===== src/rtl/x9_pkg.sv =====
// Shared types for the x9 register-file helper blocks.
// Holds the register-dump FSM state encoding.
package x9_pkg;

  typedef enum logic [1:0] {
    StIdle,
    StFetch,
    StSend,
    StFin
  } reg_dump_state_t;

endpackage


===== src/rtl/reg_dump.sv =====
// Streams a contiguous, wrapping range of register-file entries out over a valid/ready port.
// Reads through the file's combinational port; one element per cycle under continuous ready.
module reg_dump
  import x9_pkg::*;
#(
  parameter int unsigned W = 8,
  parameter int unsigned D = 4
) (
  input  logic         clk,
  input  logic         reset,
  input  logic         start,
  input  logic [D-1:0] base_addr,
  input  logic [D:0]   count,
  output logic [D-1:0] rd_addr,
  input  logic [W-1:0] rd_data,
  output logic         out_valid,
  input  logic         out_ready,
  output logic [W-1:0] out_data,
  output logic [D-1:0] out_addr,
  output logic         busy,
  output logic         done
);

  reg_dump_state_t state_q, state_d;
  logic [D-1:0]    cur_addr_q, cur_addr_d;
  logic [D:0]      remaining_q, remaining_d;
  logic [W-1:0]    out_data_q, out_data_d;
  logic [D-1:0]    out_addr_q, out_addr_d;
  logic [D-1:0]    next_addr;

  // Address arithmetic wraps naturally at D bits.
  assign next_addr = cur_addr_q + D'(1);

  always_comb begin
    state_d     = state_q;
    cur_addr_d  = cur_addr_q;
    remaining_d = remaining_q;
    out_data_d  = out_data_q;
    out_addr_d  = out_addr_q;
    rd_addr     = cur_addr_q;
    out_valid   = 1'b0;
    busy        = 1'b1;
    done        = 1'b0;

    unique case (state_q)
      StIdle: begin
        busy = 1'b0;
        if (start) begin
          if (count == '0) begin
            state_d = StFin;
          end else begin
            cur_addr_d  = base_addr;
            remaining_d = count;
            state_d     = StFetch;
          end
        end
      end
      StFetch: begin
        out_data_d = rd_data;
        out_addr_d = cur_addr_q;
        state_d    = StSend;
      end
      StSend: begin
        // Prefetch the next element so a handshake can reload in the same cycle.
        rd_addr   = next_addr;
        out_valid = 1'b1;
        if (out_ready) begin
          if (remaining_q > (D+1)'(1)) begin
            out_data_d  = rd_data;
            out_addr_d  = next_addr;
            cur_addr_d  = next_addr;
            remaining_d = remaining_q - (D+1)'(1);
          end else begin
            remaining_d = '0;
            state_d     = StFin;
          end
        end
      end
      StFin: begin
        done    = 1'b1;
        state_d = StIdle;
      end
      default: state_d = StIdle;
    endcase
  end

  always_ff @(posedge clk or posedge reset) begin
    if (reset) begin
      state_q     <= StIdle;
      cur_addr_q  <= '0;
      remaining_q <= '0;
      out_data_q  <= '0;
      out_addr_q  <= '0;
    end else begin
      state_q     <= state_d;
      cur_addr_q  <= cur_addr_d;
      remaining_q <= remaining_d;
      out_data_q  <= out_data_d;
      out_addr_q  <= out_addr_d;
    end
  end

  assign out_data = out_data_q;
  assign out_addr = out_addr_q;

endmodule


===== config.mk =====
export PLATFORM = sky130hd
export DESIGN_NAME = reg_dump
export DESIGN_NICKNAME = d
export VERILOG_FILES = /design/src/rtl/x9_pkg.sv /design/src/rtl/reg_dump.sv
export SDC_FILE = /design/constraint.sdc
export NUM_CORES = 1
export LEC_CHECK = 0
export CAP_MARGIN = 10
export CORE_MARGIN = 4
export CORE_UTILIZATION = 30
export CTS_CLUSTER_SIZE = 25
export DETAILED_ROUTE_END_ITERATION = 6
export HOLD_SLACK_MARGIN = 0.05
export SETUP_SLACK_MARGIN = 0.05
export SYNTH_ARGS = -nofsm -noshare
export SYNTH_HDL_FRONTEND = slang
export SYNTH_SLANG_ARGS = --single-unit

===== constraint.sdc =====
create_clock -name clk -period 2.2 [get_ports clk]
set_input_delay 0.44 -clock clk [delete_from_list [all_inputs] [get_ports clk]]
set_output_delay 0.44 -clock clk [all_outputs]
set_load 0.02 [all_outputs]

======== Word level (Yosys, flattened, before mapping) ========
Index checks and enable logic that the tools add are counted.
Widths: inputs -> output; s select.
word-level totals
  logic and storage cells ................. 47
  bits in registers ....................... 23
  output and inout bits ................... 19
cells by class
  magnitude comparators ................... 1
  equal/unequal tests ..................... 8
  reductions and logical operators ........ 8
  add/sub/neg operators ................... 2
  multiplexer cells ....................... 23
operator list
  operator             number
  $mux 4               5
  $mux 5               4
  $mux 8               2
  $pmux 4 s2           2
  $pmux 8 s2           1
  $ne 2x2->1 const B   5
  $pmux 5 s2           1
  $mux 2               4
  $pmux 2 s4           1
  $reduce_and 3->1     2
  $gt 5x1->1 const B   1
  $logic_not 5->1      1
  $reduce_and 5->1     1
  $sub 5x1->5 const B  1
  $add 4x1->4 const B  1
  $eq 2x2->1 const B   2
  $reduce_and 4->1     1
  $reduce_bool 2->1    2
  $mux 1               3
  $eq 2x1->1 const B   1
  $logic_not 2->1      1

======== Logic depth before layout (Yosys ltp) ========
Gate-level depths: netlist of the first run.
  depth in word-level cells ............... 4
  gate-level depth with buffers ........... 7
  depth with buffers taken out ............ 6

======== Worst setup path before layout of the first run ========
No wires, ideal clock.
  path type ............................... reg-to-output
  start point ............................. register state_q[0]
  end point ............................... output port rd_addr[0]
  data arrival time ....................... 1.706 ns
  stages on the path, launching flop included .. 6
  buffers on the path ..................... 2
  path slack .............................. 0.054 ns
  path through ............................ dfrtp_1 > inv_1 > ha_1 > buf_2 > buf_2 > xor2_1
on the way
  cells in the longest elaborated chain, start to end .. 2
RTL lines
  item                    line            text
  start, declared         reg_dump.sv:24  reg_dump_state_t state_q, state_d;
  start signal, assigned  reg_dump.sv:89  state_q <= StIdle;
  start signal, assigned  reg_dump.sv:95  state_q <= state_d;
  $eq 2x2->1              reg_dump.sv:45  unique case (state_q)
  $mux 4                  reg_dump.sv:45
  end, declared           reg_dump.sv:14  output logic [D-1:0] rd_addr,
Every way passes these cells.

======== Worst setup path in the final report of the first run ========
Ends and elaborated chain as after synthesis.

==> metrics.md, run 1 <==
| Metric | Value |
|---|---|
| CP max stage delay | 0.40 ns |
| Max Freq | approximately 490 MHz |
| Global-route wire length before repair | ~6.1 mm |
| Met3 GRT Util | 0.0249 |
| Clock sinks | 23 |
| Status | complete, no violations |
| WL final | 3.57 mm |
| Io pins | 40 |
| Yosys cell types | 47 |
| Slew headroom | 0.587 |
| Dpl cells | 249 |
| Most frequent cells in the layout | clkdlybuf4s50_1, dfrtp_1, inv_1 |
| VDD IR max | approximately 0.57 mV |
| RSZ-0062 raised after global routing | no |
| Hold Buf Count CTS | 0 |
| Ys flop type | dfrtp_1 |
| Core box area | between 4000 and 5000 um^2 |
| Max Cap Viol | 0 |
| Clock Path Buffers | 2 |
| Met2 Usage GRT | 0.205 |
| Setup TNS | 0 ns |
| Design Area, Final | around 2000 um^2 |
| Clk_skew | approximately 0.0047 ns |
| Diodes inserted | 0 |
| DP HPWL | about 2.8 mm |
| Layout Cells excl Fill | between 200 and 300 |
| WP buf/inv | 3 |
| Die X | a little under 80 um |
| Final hold vios | 0 |
| Critical path's top delay family | buffers and inverters |
| Initial Util | 0.313 |
| Detailed Route Iter0 Violations | 95 |
| Fillers | between 400 and 500 |
| Sequential cell area fraction in the yosys report | 0.384 |
| Critical setup path kind | reg2out |
| Min-Delay Path Class | reg2reg |
| Antenna violations before repair | 0 |
| Seq cells post-synth | 23 |
| Pwr Density | ~1600 nW/um^2 |
| # nets final | ~220 |
| Vias in the first global route | about 1400 |
| Fin. max-slew vios | 0 |
| Die footprint | approximately 6200 um^2 |
| Antenna Violating Nets Remaining | 0 |
| Synth Cell Area | between 1500 and 2000 um^2 |
| Inserted Clock Buffers | 3 |
| Met1 Use GR | 0.151 |
| WL/cell | approximately 14 um |
| YS warnings | 0 |
| H-tree Lvls | 1 |
| GP Congestion | about 0.83 |
| Slowest CP cell | dfrtp_1 |
| CP startpoint kind | register |
| Leak | 0.886 nW |
| Pin count of the biggest net entering global routing | 24 |
| Share of layout cells above drive strength 1 | 0.237 |
| Setup slack after layout | ~0.16 ns |
| Clk root buf | clkbuf_8 |
| Area Growth Syn to Fin | 36.9% |
| Syn avg cell area | between 10 and 15 um^2 |
| Gate Count Post-Synth | roughly 140 |
| Crit path max fanout | 7 |
| DR vias/cell | between 5 and 6 |
| Most common cell after layout, fill and taps aside | clkdlybuf4s50_1 |
| Post-synth EDFFs | 0 |
| Crit path cell chain | inv_2 > ha_4 > buf_4 > xor2_1 > dlygate4sd2_1 |
| Critical Path RT | 1.76 ns |
| Reg clk slew, reported paths | 0.09 ns |
| Worst skew pair latency | ~0.26 ns |
| Crit end category | primary output |
| DRC violations left | 0 |
| Worst Tran Pin Value | 0.607 ns |
| All-Layer GR Usage | 0.119 |
| Tmin final | ~2.0 ns |
| DRT Pass-1 Iters | 4 |
| Final Power | around 3.3 mW |
| Final period util | 0.928 |
| Mapped Nets | approximately 170 |
| Port Buffers | 39 |
| Post-DP Area | between 2000 and 2500 um^2 |
| Pre-CTS setup slack | -0.0564 ns |
| GR Overflow Total | 0 |
| Die Ht | ~79 um |
| Via Count | approximately 1300 |
| Cell Rows | 25 |
| TritonCTS clock tree | done |
| Share of flip-flops with an asynchronous set or reset | 1.00 |
| CP Data Arrival Time | 1.60 ns |
| Final setup vio count | 0 |
| Most used routing layer | met2 |
## final timing paths
check	slack [ns]	from	to	cells after the start
hold reg to reg	0.51	out_data[6]	out_data[6]	1
min in group asynchronous	0.53	reset	out_data[1]	3
setup / recovery	0.16	state_q[0]	rd_addr[0]	5
max in group asynchronous	1.42	reset	cur_addr_q[0]	3
setup reg to reg	0.22	remaining_q[1]	out_data[5]	6
hold / removal	0.51	out_data[6]	out_data[6]	1
## cell usage after synthesis (2+ instances only)
cell      number  area, um^2
buf_6          2        22.5
nor3_2         2        20.0
nand2b_1       5        31.3
o22ai_1        6        37.5
nand3_1        6        30.0
a31oi_1        2        12.5
mux2i_1        2        20.0
nand4_1        3        18.8
dfrtp_1       23         576
o21ai_1        2        10.0
mux2_2         5        56.3
a21oi_1        5        25.0
nand2_1        5        18.8
ha_1           8         100
and2_1         2        12.5
nor2_1         6        22.5
mux2_4        10         150
a211oi_1       2        15.0
xnor2_1        2        17.5
inv_1         12        45.0
buf_2          3        15.0
## stage by stage
step	hold slack, ns	util
global route	0.523	0.429
floorplan	0.442	-
finish	0.511	0.429
detailed placement	0.493	0.420
CTS	0.514	0.431
global placement	0.491	0.420
## flip-flops by register name, summed over array words and instances (netlist names)
register and flops:
out_data 8, cur_addr_q 4, out_addr 4, state_q 2, remaining_q 5
## repair_timing
item                                    in CTS  in global routing
gates cloned                                 0                  0
setup buffers                                0                  0
endpoints found under the setup margin       6                  3
resized for setup                           12                  3
## routing by layer
metal  vias up  wire length, um  share of wire
li1        606                -              -
met1       607             1530           0.43
met2        55             1760           0.49
met3         4              255          0.071
met4         0               22         0.0062
met5         -                0              0
## cells by family (layout without fill, tap and decap cells)
family	count (synthesis)	after routing	synth area share
buffers and inverters	18	65	0.0575
XOR/XNOR	3	3	0.0175
AO/OA/AOI/OAI	32	32	0.158
adder cells (fa/ha/maj)	8	8	0.0667
AND/OR/NAND/NOR	37	37	0.151
multiplexers	18	18	0.166
flip-flops	23	23	0.384
## report_power, final
group / internal, mW / total, mW / leakage, nW / switching [mW]
clock: 0.126 / 0.265 / 0.0255 / 0.139
sequential: 0.647 / 0.860 / 0.272 / 0.212
combinational: 1.11 / 2.13 / 0.588 / 1.02
total: 1.88 / 3.25 / 0.886 / 1.37
## cell type report
class                   instances  area, um^2  share of cell area
clock buffers                   3        41.3              0.0201
clock inverters                 1        5.00             0.00244
inverters                      12        45.0              0.0219
multi-input cells              98         851               0.414
flip-flops and latches         23         577               0.281
well taps                      67        83.8              0.0408
repair buffers                 49         450               0.219
No activity file was read; power rests on OpenSTA's default activity.
==> run 2, diff against run 1 <==
--- a/config.mk
+++ b/config.mk
@@ -6,12 +6,14 @@
 export NUM_CORES = 1
 export LEC_CHECK = 0
 export CAP_MARGIN = 10
-export CORE_MARGIN = 4
+export CORE_MARGIN = 2
 export CORE_UTILIZATION = 30
 export CTS_CLUSTER_SIZE = 25
 export DETAILED_ROUTE_END_ITERATION = 6
 export HOLD_SLACK_MARGIN = 0.05
+export PLACE_DENSITY = 0.51
 export SETUP_SLACK_MARGIN = 0.05
+export SLEW_MARGIN = 25
 export SYNTH_ARGS = -nofsm -noshare
 export SYNTH_HDL_FRONTEND = slang
 export SYNTH_SLANG_ARGS = --single-unit
==> run 2 against run 1 <==
Clock power about the same. Clock skew rose by 0.0036 ns. Utilization grew 0.39 points.
==> metrics.md, run 2 (same netlist as run 1, synthesis figures left out) <==
| Metric | Value |
|---|---|
| Status | complete, no violations |
| Setup TNS | 0 ns (unchanged) |
| Cell Rows | 25 (unchanged) |
| TritonCTS clock tree | done |
| Pwr Density | 1580 nW/um^2 (about the same) |
| Fillers | 466 (-0.43%) |
| FF-to-FF setup slack | 0.30 ns (+0.08 ns) |
| Antenna Violating Nets Remaining | 0 (unchanged) |
| Area Growth Syn to Fin | 38.1% |
| Clock Path Buffers | 2 (unchanged) |
| Fin. max-slew vios | 0 (unchanged) |
| Diodes inserted | 0 (unchanged) |
| GR Overflow Total | 0 (unchanged) |
| Worst skew pair latency | 0.26 ns (about the same) |
| Dpl cells | 248 (-0.40%) |
| Critical setup path kind | reg2out |
| Clk root buf | clkbuf_8 |
| Crit end category | primary output |
| VDD IR max | 0.436 mV (-24%) |
| DRT Pass-1 Iters | 4 (unchanged) |
| Worst Tran Pin Value | 0.351 ns (-0.256 ns) |
| H-tree Lvls | 1 (unchanged) |
| Layout Cells excl Fill | 252 (-0.40%) |
| Pre-CTS setup slack | -0.00473 ns (+0.0517 ns) |
| Die footprint | 5580 um^2 (-9.9%) |
| Initial Util | 0.313 (unchanged) |
| DP HPWL | 2.63 mm (-6.3%) |
| Min-Delay Path Class | reg2reg |
| WL final | 3.38 mm (-5.3%) |
| Post-CTS Setup Bufs | 0 (unchanged) |
| GP Congestion | 0.817 (-1.9%) |
| Share of layout cells above drive strength 1 | 0.232 (-0.00413) |
| Fin util | 0.433 (+0.00392) |
| Detailed Route Iter0 Violations | 51 (-46%) |
| Tmin final | 2.07 ns (+0.0267 ns) |
| Core box area | 4790 um^2 (unchanged) |
| All-Layer GR Usage | 0.130 (+0.0115) |
| Most frequent cells in the layout | clkdlybuf4s50_1, dfrtp_1, inv_1 |
| Die Ht | 74.7 um (-5.1%) |
| Antenna violations before repair | 0 (unchanged) |
| Reg clk slew, reported paths | 0.08 ns (about the same) |
| Setup slack after layout | 0.132 ns (-0.0267 ns) |
| Final hold vios | 0 (unchanged) |
| Max reg flops | 8 (unchanged) |
| DRC violations left | 0 (unchanged) |
| Hold Buf Count CTS | 0 (unchanged) |
| Port Buffers | 39 (unchanged) |
| Max Cap Viol | 0 (unchanged) |
| CP startpoint kind | register |
| Pin count of the biggest net entering global routing | 24 (unchanged) |
| Vias in the first global route | 1225 (-9.9%) |
| Max Freq | 484 MHz (-1.3%) |
| Clock sinks | 23 (unchanged) |
| Final Power | 3.28 mW (+0.88%) |
| Critical Path RT | 1.76 ns (about the same) |
| Most common cell after layout, fill and taps aside | clkdlybuf4s50_1 |
| Global-route wire length before repair | 5.62 mm (-7.5%) |
| Die X | 74.7 um (-5.1%) |
| Inserted Clock Buffers | 3 (unchanged) |
| DR vias/cell | 4.96 (-1.4%) |
| Post_cts resized | 13 (+1) |
| Via Count | 1249 (-1.8%) |
| Clk_skew | 0.00829 ns (+0.00364 ns) |
| # nets final | 215 (-0.46%) |
| Crit path max fanout | 5 (-2) |
| WL/cell | 13.4 um (-4.9%) |
| RSZ-0062 raised after global routing | no |
| Leak | 0.887 nW (+0.13%) |
| CP Data Arrival Time | 1.63 ns (+0.03 ns) |
| Final period util | 0.940 (+0.0121) |
| Final setup vio count | 0 (unchanged) |
| Slew headroom | 0.765 (+0.178) |
| Io pins | 40 (unchanged) |
==> run 2: cell types whose count changed in the layout (fill, tap and decap cells not counted), sizes merged <==
| cell | delta |
|---|---|
| clkdlybuf4s15 | +2 |
| buf | -2 |
| clkbuf | -1 |
==> run 2: area by class of cell <==
type | count | area (um^2) | area share
multi-input combinational | 98 | 853 | 0.412
sequential | 23 | 576 | 0.278
timing repair buffer | 48 | 468 | 0.226
tap | 67 | 83.8 | 0.0405
inverter | 12 | 45.0 | 0.0217
clock buffer | 3 | 41.3 | 0.0199
clock inverter | 1 | 5.00 | 0.00242
==> run 2: worst paths after layout <==
path                                        to  cells past startpoint         from
worst max-delay path                rd_addr[1]                      5   state_q[0]
max in group asynchronous           state_q[0]                      3        reset
worst min register to register     out_data[7]                      1  out_data[7]
worst max register to register  remaining_q[0]                      7   state_q[0]
worst min-delay path               out_data[7]                      1  out_data[7]
min in group asynchronous          out_addr[2]                      3        reset
==> run 2: layer usage <==
layer / wire length, um / global-route usage
met5: 0 / 0
met4: 67 / 0.0615
met3: 183 / 0.0228
met2: 1600 / 0.212
met1: 1530 / 0.167
==> run 2: power by group <==
part           switching (mW)  leakage [nW]  internal (mW)
combinational            1.01         0.588           1.15
clock                   0.138        0.0255          0.126
sequential              0.210         0.273          0.645
==> run 2: per-stage QoR <==
stage / hold slack, ns / instance area [um^2]
after floorplan: 0.442 / 1500
after global placement: 0.489 / 2010
after detailed placement: 0.494 / 2010
after CTS: 0.517 / 2070
after global routing: 0.535 / 2070
final: 0.512 / 2070
==> run 2: critical path, cell delays in order (launching register included) <==
cell	delay [ns]
dfrtp_1	0.39
inv_2	0.08
ha_4	0.16
buf_4	0.14
mux2_2	0.35
clkdlybuf4s15_2	0.25
